### src/rtl/sevenseg_pkg.sv
// Shared constants for the 7-segment scan driver: segment bit order,
// active-high glyphs for hex digits, scan FSM states and a counter sizing helper.
package sevenseg_pkg;

  localparam int SEG_A = 0;
  localparam int SEG_B = 1;
  localparam int SEG_C = 2;
  localparam int SEG_D = 3;
  localparam int SEG_E = 4;
  localparam int SEG_F = 5;
  localparam int SEG_G = 6;

  localparam logic [6:0] M_A = 7'(1 << SEG_A);
  localparam logic [6:0] M_B = 7'(1 << SEG_B);
  localparam logic [6:0] M_C = 7'(1 << SEG_C);
  localparam logic [6:0] M_D = 7'(1 << SEG_D);
  localparam logic [6:0] M_E = 7'(1 << SEG_E);
  localparam logic [6:0] M_F = 7'(1 << SEG_F);
  localparam logic [6:0] M_G = 7'(1 << SEG_G);

  localparam logic [6:0] SEG_BLANK = 7'h00;
  localparam logic [6:0] SEG_0 = M_A | M_B | M_C | M_D | M_E | M_F;
  localparam logic [6:0] SEG_1 = M_B | M_C;
  localparam logic [6:0] SEG_2 = M_A | M_B | M_D | M_E | M_G;
  localparam logic [6:0] SEG_3 = M_A | M_B | M_C | M_D | M_G;
  localparam logic [6:0] SEG_4 = M_B | M_C | M_F | M_G;
  localparam logic [6:0] SEG_5 = M_A | M_C | M_D | M_F | M_G;
  localparam logic [6:0] SEG_6 = M_A | M_C | M_D | M_E | M_F | M_G;
  localparam logic [6:0] SEG_7 = M_A | M_B | M_C;
  localparam logic [6:0] SEG_8 = M_A | M_B | M_C | M_D | M_E | M_F | M_G;
  localparam logic [6:0] SEG_9 = M_A | M_B | M_C | M_D | M_F | M_G;
  localparam logic [6:0] SEG_HA = M_A | M_B | M_C | M_E | M_F | M_G;
  localparam logic [6:0] SEG_HB = M_C | M_D | M_E | M_F | M_G;
  localparam logic [6:0] SEG_HC = M_A | M_D | M_E | M_F;
  localparam logic [6:0] SEG_HD = M_B | M_C | M_D | M_E | M_G;
  localparam logic [6:0] SEG_HE = M_A | M_D | M_E | M_F | M_G;
  localparam logic [6:0] SEG_HF = M_A | M_E | M_F | M_G;

  typedef enum logic {
    ST_LIT = 1'b0,
    ST_GAP = 1'b1
  } scan_state_e;

  function automatic int cnt_width(input int digit_cycles, input int gap_cycles);
    int m;
    m = 2;
    if (digit_cycles > m) m = digit_cycles;
    if (gap_cycles > m) m = gap_cycles;
    return $clog2(m);
  endfunction

endpackage

### src/rtl/sevenseg_decode.sv
// Nibble to active-high segment pattern; a dark request overrides the glyph.
module sevenseg_decode
  import sevenseg_pkg::*;
(
  input  logic [3:0] nibble,
  input  logic       blank,
  output logic [6:0] seg_on
);

  always_comb begin
    seg_on = SEG_BLANK;
    if (!blank) begin
      case (nibble)
        4'h0: seg_on = SEG_0;
        4'h1: seg_on = SEG_1;
        4'h2: seg_on = SEG_2;
        4'h3: seg_on = SEG_3;
        4'h4: seg_on = SEG_4;
        4'h5: seg_on = SEG_5;
        4'h6: seg_on = SEG_6;
        4'h7: seg_on = SEG_7;
        4'h8: seg_on = SEG_8;
        4'h9: seg_on = SEG_9;
        4'hA: seg_on = SEG_HA;
        4'hB: seg_on = SEG_HB;
        4'hC: seg_on = SEG_HC;
        4'hD: seg_on = SEG_HD;
        4'hE: seg_on = SEG_HE;
        4'hF: seg_on = SEG_HF;
      endcase
    end
  end

endmodule

### src/rtl/sevenseg_scan_mux.sv
// Time-multiplexed 7-segment driver: frame-synchronous double buffer, leading-zero
// blanking and an all-dark gap between digits to avoid ghosting.
module sevenseg_scan_mux
  import sevenseg_pkg::*;
#(
  parameter int NUM_DIGITS     = 4,
  parameter int DIGIT_CYCLES   = 50000,
  parameter int GAP_CYCLES     = 16,
  parameter bit SEG_ACTIVE_LOW = 1'b1,
  parameter bit AN_ACTIVE_LOW  = 1'b1
) (
  input  logic                    clk,
  input  logic                    rst_n,
  input  logic                    en,
  input  logic                    load,
  input  logic [4*NUM_DIGITS-1:0] hex_in,
  input  logic [NUM_DIGITS-1:0]   dp_in,
  input  logic [NUM_DIGITS-1:0]   blank_in,
  input  logic                    lzb_en,
  output logic [6:0]              seg,
  output logic                    dp,
  output logic [NUM_DIGITS-1:0]   an,
  output logic                    frame_start
);

  localparam int CNT_W = cnt_width(DIGIT_CYCLES, GAP_CYCLES);
  localparam int IDX_W = (NUM_DIGITS > 2) ? $clog2(NUM_DIGITS) : 1;

  localparam logic [CNT_W-1:0]      LIT_LOAD = CNT_W'(DIGIT_CYCLES - 1);
  localparam logic [CNT_W-1:0]      GAP_LOAD = CNT_W'((GAP_CYCLES > 0) ? GAP_CYCLES - 1 : 0);
  localparam logic [IDX_W-1:0]      IDX_LAST = IDX_W'(NUM_DIGITS - 1);
  localparam logic [6:0]            SEG_OFF  = SEG_ACTIVE_LOW ? 7'h7F : 7'h00;
  localparam logic                  DP_OFF   = SEG_ACTIVE_LOW;
  localparam logic [NUM_DIGITS-1:0] AN_OFF   = AN_ACTIVE_LOW ? '1 : '0;

  scan_state_e             state_q, state_d;
  logic [IDX_W-1:0]        idx_q, idx_d;
  logic [CNT_W-1:0]        cnt_q, cnt_d;

  logic [4*NUM_DIGITS-1:0] pend_hex_q, pend_hex_d;
  logic [NUM_DIGITS-1:0]   pend_dp_q, pend_dp_d;
  logic [NUM_DIGITS-1:0]   pend_blank_q, pend_blank_d;
  logic                    pend_valid_q, pend_valid_d;
  logic [4*NUM_DIGITS-1:0] act_hex_q, act_hex_d;
  logic [NUM_DIGITS-1:0]   act_dp_q, act_dp_d;
  logic [NUM_DIGITS-1:0]   act_blank_q, act_blank_d;

  logic [6:0]              seg_q, seg_d;
  logic                    dp_q, dp_d;
  logic [NUM_DIGITS-1:0]   an_q, an_d;
  logic                    frame_start_q, frame_start_d;

  logic                    enter_first;
  logic                    transfer;
  logic [NUM_DIGITS-1:0]   suppress;
  logic [3:0]              nib_sel;
  logic                    dark_sel;
  logic                    dp_sel;
  logic [NUM_DIGITS-1:0]   an_onehot;
  logic [6:0]              seg_on;
  logic                    lit_d;

  // A transition happens only when the running count has expired; en freezes everything.
  always_comb begin
    state_d = state_q;
    idx_d   = idx_q;
    cnt_d   = cnt_q;
    if (en) begin
      if (cnt_q != '0) begin
        cnt_d = cnt_q - 1'b1;
      end else if (state_q == ST_LIT && GAP_CYCLES > 0) begin
        state_d = ST_GAP;
        cnt_d   = GAP_LOAD;
      end else begin
        state_d = ST_LIT;
        cnt_d   = LIT_LOAD;
        idx_d   = (idx_q == IDX_LAST) ? '0 : idx_q + 1'b1;
      end
    end
  end

  assign enter_first = en && (cnt_q == '0) && (state_d == ST_LIT) && (idx_d == '0);
  assign transfer    = enter_first && pend_valid_q;

  always_comb begin
    act_hex_d    = transfer ? pend_hex_q   : act_hex_q;
    act_dp_d     = transfer ? pend_dp_q    : act_dp_q;
    act_blank_d  = transfer ? pend_blank_q : act_blank_q;
    pend_hex_d   = load ? hex_in   : pend_hex_q;
    pend_dp_d    = load ? dp_in    : pend_dp_q;
    pend_blank_d = load ? blank_in : pend_blank_q;
    pend_valid_d = load | (pend_valid_q & ~transfer);
  end

  // Walk down from the most significant digit while every nibble is zero without a dp.
  always_comb begin : lzb_chain
    logic run;
    suppress = '0;
    run      = 1'b1;
    for (int i = NUM_DIGITS - 1; i >= 0; i--) begin
      run         = run && (act_hex_d[4*i +: 4] == 4'h0) && !act_dp_d[i];
      suppress[i] = lzb_en && run && (i != 0);
    end
  end

  always_comb begin
    nib_sel   = 4'h0;
    dark_sel  = 1'b1;
    dp_sel    = 1'b0;
    an_onehot = '0;
    for (int i = 0; i < NUM_DIGITS; i++) begin
      if (idx_d == IDX_W'(i)) begin
        nib_sel      = act_hex_d[4*i +: 4];
        dark_sel     = act_blank_d[i] | suppress[i];
        dp_sel       = act_dp_d[i] & ~act_blank_d[i];
        an_onehot[i] = 1'b1;
      end
    end
  end

  sevenseg_decode u_decode (
    .nibble (nib_sel),
    .blank  (dark_sel),
    .seg_on (seg_on)
  );

  // Outputs are derived from the next state so anodes and segments switch together.
  always_comb begin
    lit_d         = en && (state_d == ST_LIT);
    seg_d         = lit_d ? (seg_on ^ SEG_OFF) : SEG_OFF;
    dp_d          = lit_d ? (dp_sel ^ DP_OFF) : DP_OFF;
    an_d          = lit_d ? (an_onehot ^ AN_OFF) : AN_OFF;
    frame_start_d = enter_first;
  end

  always_ff @(posedge clk or negedge rst_n) begin
    if (!rst_n) begin
      state_q       <= ST_GAP;
      idx_q         <= IDX_LAST;
      cnt_q         <= '0;
      pend_hex_q    <= '0;
      pend_dp_q     <= '0;
      pend_blank_q  <= '1;
      pend_valid_q  <= 1'b0;
      act_hex_q     <= '0;
      act_dp_q      <= '0;
      act_blank_q   <= '1;
      seg_q         <= SEG_OFF;
      dp_q          <= DP_OFF;
      an_q          <= AN_OFF;
      frame_start_q <= 1'b0;
    end else begin
      state_q       <= state_d;
      idx_q         <= idx_d;
      cnt_q         <= cnt_d;
      pend_hex_q    <= pend_hex_d;
      pend_dp_q     <= pend_dp_d;
      pend_blank_q  <= pend_blank_d;
      pend_valid_q  <= pend_valid_d;
      act_hex_q     <= act_hex_d;
      act_dp_q      <= act_dp_d;
      act_blank_q   <= act_blank_d;
      seg_q         <= seg_d;
      dp_q          <= dp_d;
      an_q          <= an_d;
      frame_start_q <= frame_start_d;
    end
  end

  assign seg         = seg_q;
  assign dp          = dp_q;
  assign an          = an_q;
  assign frame_start = frame_start_q;

endmodule
### config.mk
export PLATFORM = sky130hd
export DESIGN_NAME = sevenseg_scan_mux
export DESIGN_NICKNAME = d
export VERILOG_FILES = /design/src/rtl/sevenseg_pkg.sv /design/src/rtl/sevenseg_decode.sv /design/src/rtl/sevenseg_scan_mux.sv
export SDC_FILE = /design/constraint.sdc
export NUM_CORES = 1
export LEC_CHECK = 0
export CAP_MARGIN = 20
export CORE_MARGIN = 2
export CORE_UTILIZATION = 40
export CTS_CLUSTER_DIAMETER = 120
export CTS_CLUSTER_SIZE = 24
export DETAILED_ROUTE_END_ITERATION = 8
export GPL_ROUTABILITY_DRIVEN = 0
export PLACE_DENSITY = 0.64
export REMOVE_ABC_BUFFERS = 1
export SYNTH_ARGS = -nofsm -noshare
export SYNTH_HDL_FRONTEND = slang
export SYNTH_SLANG_ARGS = --single-unit
### constraint.sdc
create_clock -name clk -period 4.4 [get_ports clk]
set_input_delay 0.66 -clock clk [delete_from_list [all_inputs] [get_ports clk]]
set_output_delay 0.66 -clock clk [all_outputs]
set_load 0.03 [all_outputs]
# == Word-level counts from Yosys, hierarchy flattened ==
# Memories as Yosys holds them, arrays and structs flattened.
# Cells that the tools add are included.
# word_totals
register_bits,81
romBits,112
in_bits,29
elab_cells,93
n_memories,1
# memory_table
memory,words,word_bits,rd,rd_clocked_by_memory_dff,wr,line,rtl
(name not given),16,7,1,0,0,sevenseg_decode.sv:13,case (nibble)
# op_classes
addsub,2
n_eq_ne,4
muxes,32
bitwise,18
n_reduce_logical,22
# ops
cell,count
two-way mux 16 bit,3
two-way mux 4 bit,7
zero test 16 bit,1
two-way mux 1 bit,16
nonzero test 16 bit,1
"subtractor 16 x 1 -> 16 bit, second input constant",1
two-way mux 7 bit,2
logical AND 1 bit,13
zero test 4 bit,3
two-way mux 2 bit,4
inverter 1 bit,7
inverter 7 bit,1
"equality test 2 bit, second input constant",3
AND 1 bit,5
inverter 4 bit,1
bitwise OR 1 bit,4
zero test 1 bit,3
"adder 2 x 1 -> 2 bit, second input constant",1
"equality test 2 x 1 -> 1 bit, second input constant",1
zero test 2 bit,1

# == Depth between registers and ports, before layout ==
# depth
ltp_word,23
mapped_depth,15

# == Cells and area by module ==
# From an unflattened synthesis, not the netlist that was laid out.
# unflattened
cells_unflattened,340
area_unflattened_um2,3970.1
# by_module_without_submodules
mod,n_inst,cells_per_inst,area_each_um2,seq_area_each_um2
sevenseg_scan_mux,1,306,3702.3,2055.7
sevenseg_decode,1,34,267.8,0.0

# == Worst setup path before layout ==
# No wires, ideal clock.
# synth_timing
kind,register to register
from,reg cnt_q[3]
to,"reg seg_q[3], in the netlist seg[3]"
setup_time_ps,99
arrival_ps,3522
slack_ps,779
path_stages_with_launch,15
period_less_slack_ps,3621
cell_sequence,dfrtp_1 -> or4_1 -> clkbuf_2 -> or4_1 -> a211o_1 -> buf_6 -> buf_8 -> mux2_4 -> mux2_4 -> mux2i_4 -> inv_2 -> ha_1 -> a21boi_0 -> a211oi_1 -> o21ai_0
# synth_lines
item,line,rtl
start: declaration,sevenseg_scan_mux.sv:38,"logic [CNT_W-1:0] cnt_q, cnt_d;"
start signal: assignment,sevenseg_scan_mux.sv:155,cnt_q <= cnt_d;
nonzero test 16 bit,sevenseg_scan_mux.sv:69,if (cnt_q != '0) begin
two-way mux 1 bit,sevenseg_scan_mux.sv:69,
two-way mux 1 bit,sevenseg_scan_mux.sv:68,if (en) begin
inverter 1 bit,sevenseg_scan_mux.sv:82,assign enter_first = en && (cnt_q == '0) && (state_d == ST_LIT) && (idx_d == '0);
logical AND 1 bit,sevenseg_scan_mux.sv:82,
logical AND 1 bit *,sevenseg_scan_mux.sv:82,
logical AND 1 bit *,sevenseg_scan_mux.sv:83,assign transfer = enter_first && pend_valid_q;
two-way mux 16 bit *,sevenseg_scan_mux.sv:86,act_hex_d = transfer ? pend_hex_q : act_hex_q;
net act_hex_d[5],sevenseg_scan_mux.sv:44,"logic [4*NUM_DIGITS-1:0] act_hex_q, act_hex_d;"
branches (longest 8 deep; another with memory (16 x 7 bit)),--,
two-way mux 7 bit *,sevenseg_decode.sv:12,if (!blank) begin
inverter 7 bit (no line) *,--,
two-way mux 7 bit *,sevenseg_scan_mux.sv:130,seg_d = lit_d ? (seg_on ^ SEG_OFF) : SEG_OFF;
net seg_d[3],sevenseg_scan_mux.sv:48,"logic [6:0] seg_q, seg_d;"
end signal: assignment,sevenseg_scan_mux.sv:163,seg_q <= seg_d;
end: declaration,sevenseg_scan_mux.sv:48,
# Mark *: on every way through the listed nets, which the timed path passes.
# A chain may end at the register's enable or synchronous reset.

# == Final worst setup path ==
# layout_timing
from,reg cnt_q[9]
to,"reg seg_q[3], in the netlist seg[3]"
# layout_lines
item,line,rtl
nonzero test 16 bit *,sevenseg_scan_mux.sv:69,
two-way mux 2 bit *,sevenseg_scan_mux.sv:69,
two-way mux 2 bit *,sevenseg_scan_mux.sv:68,
net idx_d[1],sevenseg_scan_mux.sv:37,"logic [IDX_W-1:0] idx_q, idx_d;"
zero test 2 bit,"sevenseg_scan_mux.sv:82, sevenseg_scan_mux.sv:112",
logical AND 1 bit,sevenseg_scan_mux.sv:82,
logical AND 1 bit,sevenseg_scan_mux.sv:83,
two-way mux 16 bit or two-way mux 4 bit (tied branches),"sevenseg_scan_mux.sv:86, sevenseg_scan_mux.sv:87",
zero test 4 bit or zero test 1 bit (tied branches),sevenseg_scan_mux.sv:101,run = run && (act_hex_d[4*i +: 4] == 4'h0) && !act_dp_d[i];
logical AND 1 bit (5 in a row),sevenseg_scan_mux.sv:101,
logical AND 1 bit,sevenseg_scan_mux.sv:102,suppress[i] = lzb_en && run && (i != 0);
bitwise OR 1 bit,sevenseg_scan_mux.sv:114,dark_sel = act_blank_d[i] | suppress[i];
two-way mux 1 bit (3 in a row),sevenseg_scan_mux.sv:112,if (idx_d == IDX_W'(i)) begin
two-way mux 7 bit *,sevenseg_decode.sv:12,
inverter 7 bit (no line) *,--,
two-way mux 7 bit *,sevenseg_scan_mux.sv:130,
net seg_d[3],sevenseg_scan_mux.sv:48,
# The timed path passes the listed nets; every way through them passes the cells marked *.

==> impl_metrics.env <==
export IMPL_ys_flop_type="dfrtp_1"
export IMPL_power_density_nw_per_um2=440
export IMPL_cts_hold_buf=0
export IMPL_slowest_stage="nor4_1"
export IMPL_h_tree_depth=3
export IMPL_clk_latency_ns=0.36
export IMPL_crit_chain="nor4_1, nand3_1, o31ai_1, and2_1, inv_2, mux2_4, mux2i_4, inv_2, ha_1, a21boi_0, a211oi_1, o21ai_0"
export IMPL_cp_arrival_ns=4.27
export IMPL_r2r_slack_ns=0.40
export IMPL_pwr_share_comb_pct=25.4
export IMPL_fin_cells=530
export IMPL_p_switching_uw=705
export IMPL_sw_frac_of_total_pct=34.1
export IMPL_dpl_hpwl_um=5450
export IMPL_die_w_um=103
export IMPL_cts_buffers_inserted=9
export IMPL_synth_top_cell_area_share_pct=37.0
export IMPL_synthArstFlopShare_pct=100
export IMPL_syn_area_um2=3930
export IMPL_yosysWarnings=0
export IMPL_io_buffers=41
export IMPL_mostFrequentLayoutCells="58 x dfrtp_1, 40 x mux2_2, 40 x clkdlybuf4s50_1"
export IMPL_final_common_cell="dfrtp_1"
export IMPL_hold_class="in2async"
export IMPL_dpl_cell_count=512
export IMPL_io_pins=42
export IMPL_path_common_cell="inv_2"
export IMPL_clock_skew_ns=0.0122
export IMPL_slew_headroom_pct=47.1
export IMPL_rr_endpoint="seg[3]"
export IMPL_routed_via_count=2778
export IMPL_syn_avg_cell_area_um2=11.3
export IMPL_totalPowerFinal_mw=2.07
export IMPL_drcViolationCount=0
export IMPL_r2r_start="cnt_q[9]"
export IMPL_cts_buffer_depth=2
export IMPL_crit_fanout=10
export IMPL_synth_edf_count=0
export IMPL_grt_max_degree=82
export IMPL_core_um2=9640
export IMPL_synth_area_leaders="dfrtp_1 37%, dfstp_2 15%, mux2_2 11%"
export IMPL_grt_pass1_wl_um=13000
export IMPL_drt_first_iter_violations=124
export IMPL_syn2layout_area_growth_pct=19.7
export IMPL_clockPowerShare_pct=24.9
export IMPL_synth_seq_cells=81
export IMPL_grt_pass1_vias=2719
export IMPL_cp_required_ns=4.67
export IMPL_fin_crit_ns=4.00
export IMPL_root_buffer="clkbuf_8"
export IMPL_grt_usage_pct=15.8
export IMPL_drv_slew=0
export IMPL_fin_nets=429
export IMPL_p_leak_nw=2.07
export IMPL_antenna_left=0
export IMPL_pwr_share_seq_pct=49.6
export IMPL_first_pass_iters=4
export IMPL_wirelength_um=7740
export IMPL_viasPerCell=5.24
export IMPL_ff2ff_path_depth=12
export IMPL_rsz0062_at_grt="false"
export IMPL_critPathMaxStageDelay_ns=0.66
export IMPL_cts_setup_buffers=0
export IMPL_intPower_mw=1.36
export IMPL_start_util_pct=40.7
export IMPL_cts_sinks=81
export IMPL_ctsResizeCount=0
export IMPL_drive_gt1_share_pct=24.2
export IMPL_path_class="reg2reg"
export IMPL_gr_total_overflow=0
export IMPL_finalHoldViolCount=0
export IMPL_rows=36
export IMPL_die_h_um=103
export IMPL_worst_path_buf_inv=2
export IMPL_max_cap_viol_count=0
export IMPL_setup_viol=0
export IMPL_antenna_found_initial=0
export IMPL_holdWs_ns=0.140
export IMPL_tightest_slew_ns=0.788
export IMPL_die_area_um2=10600
export IMPL_synthCells=347
export IMPL_tns_ns=0
export IMPL_synth_distinct_cells=51
export IMPL_max_freq_ghz=0.250
export IMPL_path_clk_slew_ns=0.09
export IMPL_ys_seq_area_share_pct=52.4
export IMPL_cts_tree="yes"
export IMPL_fin_crit_sh_pct=90.9
export IMPL_vdd_drop_max_mv=0.237
export IMPL_wl_per_cell_um=14.6
export IMPL_status="completed"
export IMPL_setup_worst_path_end_class="flop"
export IMPL_startpoint_type="flop"
export IMPL_diodes=0
export IMPL_worst_path_dominant_cell_family="simple AND/OR/NAND/NOR gates"
export IMPL_netlist_top_cell_by_area="dfrtp_1"
[worst reg2reg max path: stages (launching register included)]
cell,delay [ns]
dfrtp_1,0.45
nor4_1,0.66
nand3_1,0.26
o31ai_1,0.59
and2_1,0.42
inv_2,0.18
mux2_4,0.34
mux2i_4,0.24
inv_2,0.09
ha_1,0.23
a21boi_0,0.13
a211oi_1,0.20
o21ai_0,0.11
[state kept, by name (all words and copies together) (netlist names), 2 cells and up]
register / count
act_hex_q: 16
cnt_q: 16
pend_hex_q: 16
seg: 7
act_blank_q: 4
act_dp_q: 4
an: 4
pend_blank_q: 4
pend_dp_q: 4
idx_q: 2
[per-stage QoR]
stage / setup slack, ns / instance area [um^2] / util (%)
finish: 0.399 / 4700 / 48.8
global placement: 0.380 / 4460 / 46.3
CTS: 0.481 / 4640 / 48.2
global route: 0.179 / 4700 / 48.8
detailed placement: 0.328 / 4460 / 46.3
floorplan: 0.594 / 3850 / -
[Yosys cell counts, types with 5 or more instances]
cell	instances
dfrtp_1	58
xnor2_1	7
mux2_2	40
inv_1	12
a21oi_1	15
clkbuf_1	5
mux2i_1	8
o21ai_0	11
dfstp_2	23
nor2_1	25
ha_1	8
nor3_1	12
nor4_1	7
nand3_1	15
nand2_1	29
[layout make-up]
class	count	area (um^2)
inverters	15	56.3
fillers	930	4940
multi-input cells	237	1740
well taps	133	166
clock inverters	7	61.3
clock buffers	9	124
flip-flops and latches	81	2060
repair buffers	48	500
[logic make-up (layout without fill, tap and decap cells)]
family	after synthesis	after routing	share of synthesized area, %
xor+xnor	10	10	2.23
buf+inv	29	79	3.44
fa+ha+maj	8	8	2.55
mux	54	54	16.1
simple gates	111	111	13.8
compound gates	54	54	9.50
flops	81	81	52.4
[routing by layer]
metal / routed length (um) / GRT usage, % / vias to the layer above / share of wire (%)
met5: 0 / 0 / - / 0
met4: 131 / 5.16 / 0 / 1.7
met3: 322 / 3.93 / 14 / 4.2
met2: 3590 / 25.4 / 70 / 46
met1: 3700 / 20.9 / 1368 / 48
li1: - / - / 1326 / -
[worst max-delay path by stage]
| stage | start | depth (start not counted) | slack, ns | end |
|---|---|---|---|---|
| global placement | en | 12 | 0.38 | seg[3] |
| floorplan | cnt_q[3] | 11 | 0.59 | seg[3] |
| finish | cnt_q[9] | 12 | 0.40 | seg[3] |
| detailed placement | en | 12 | 0.33 | seg[3] |
| CTS | cnt_q[9] | 12 | 0.48 | seg[3] |
| global route | cnt_q[9] | 12 | 0.18 | seg[3] |
[power groups by stage]
stage / Sequential, mW / Clock [mW] / Combinational [mW]
floorplan: 1.07 / 0 / 0.300
CTS: 1.03 / 0.528 / 0.522
global placement: 1.04 / 0 / 0.513
global route: 1.05 / 0.560 / 0.581
detailed placement: 1.04 / 0 / 0.520
finish: 1.03 / 0.515 / 0.526
No activity file was read; power rests on OpenSTA's default activity.
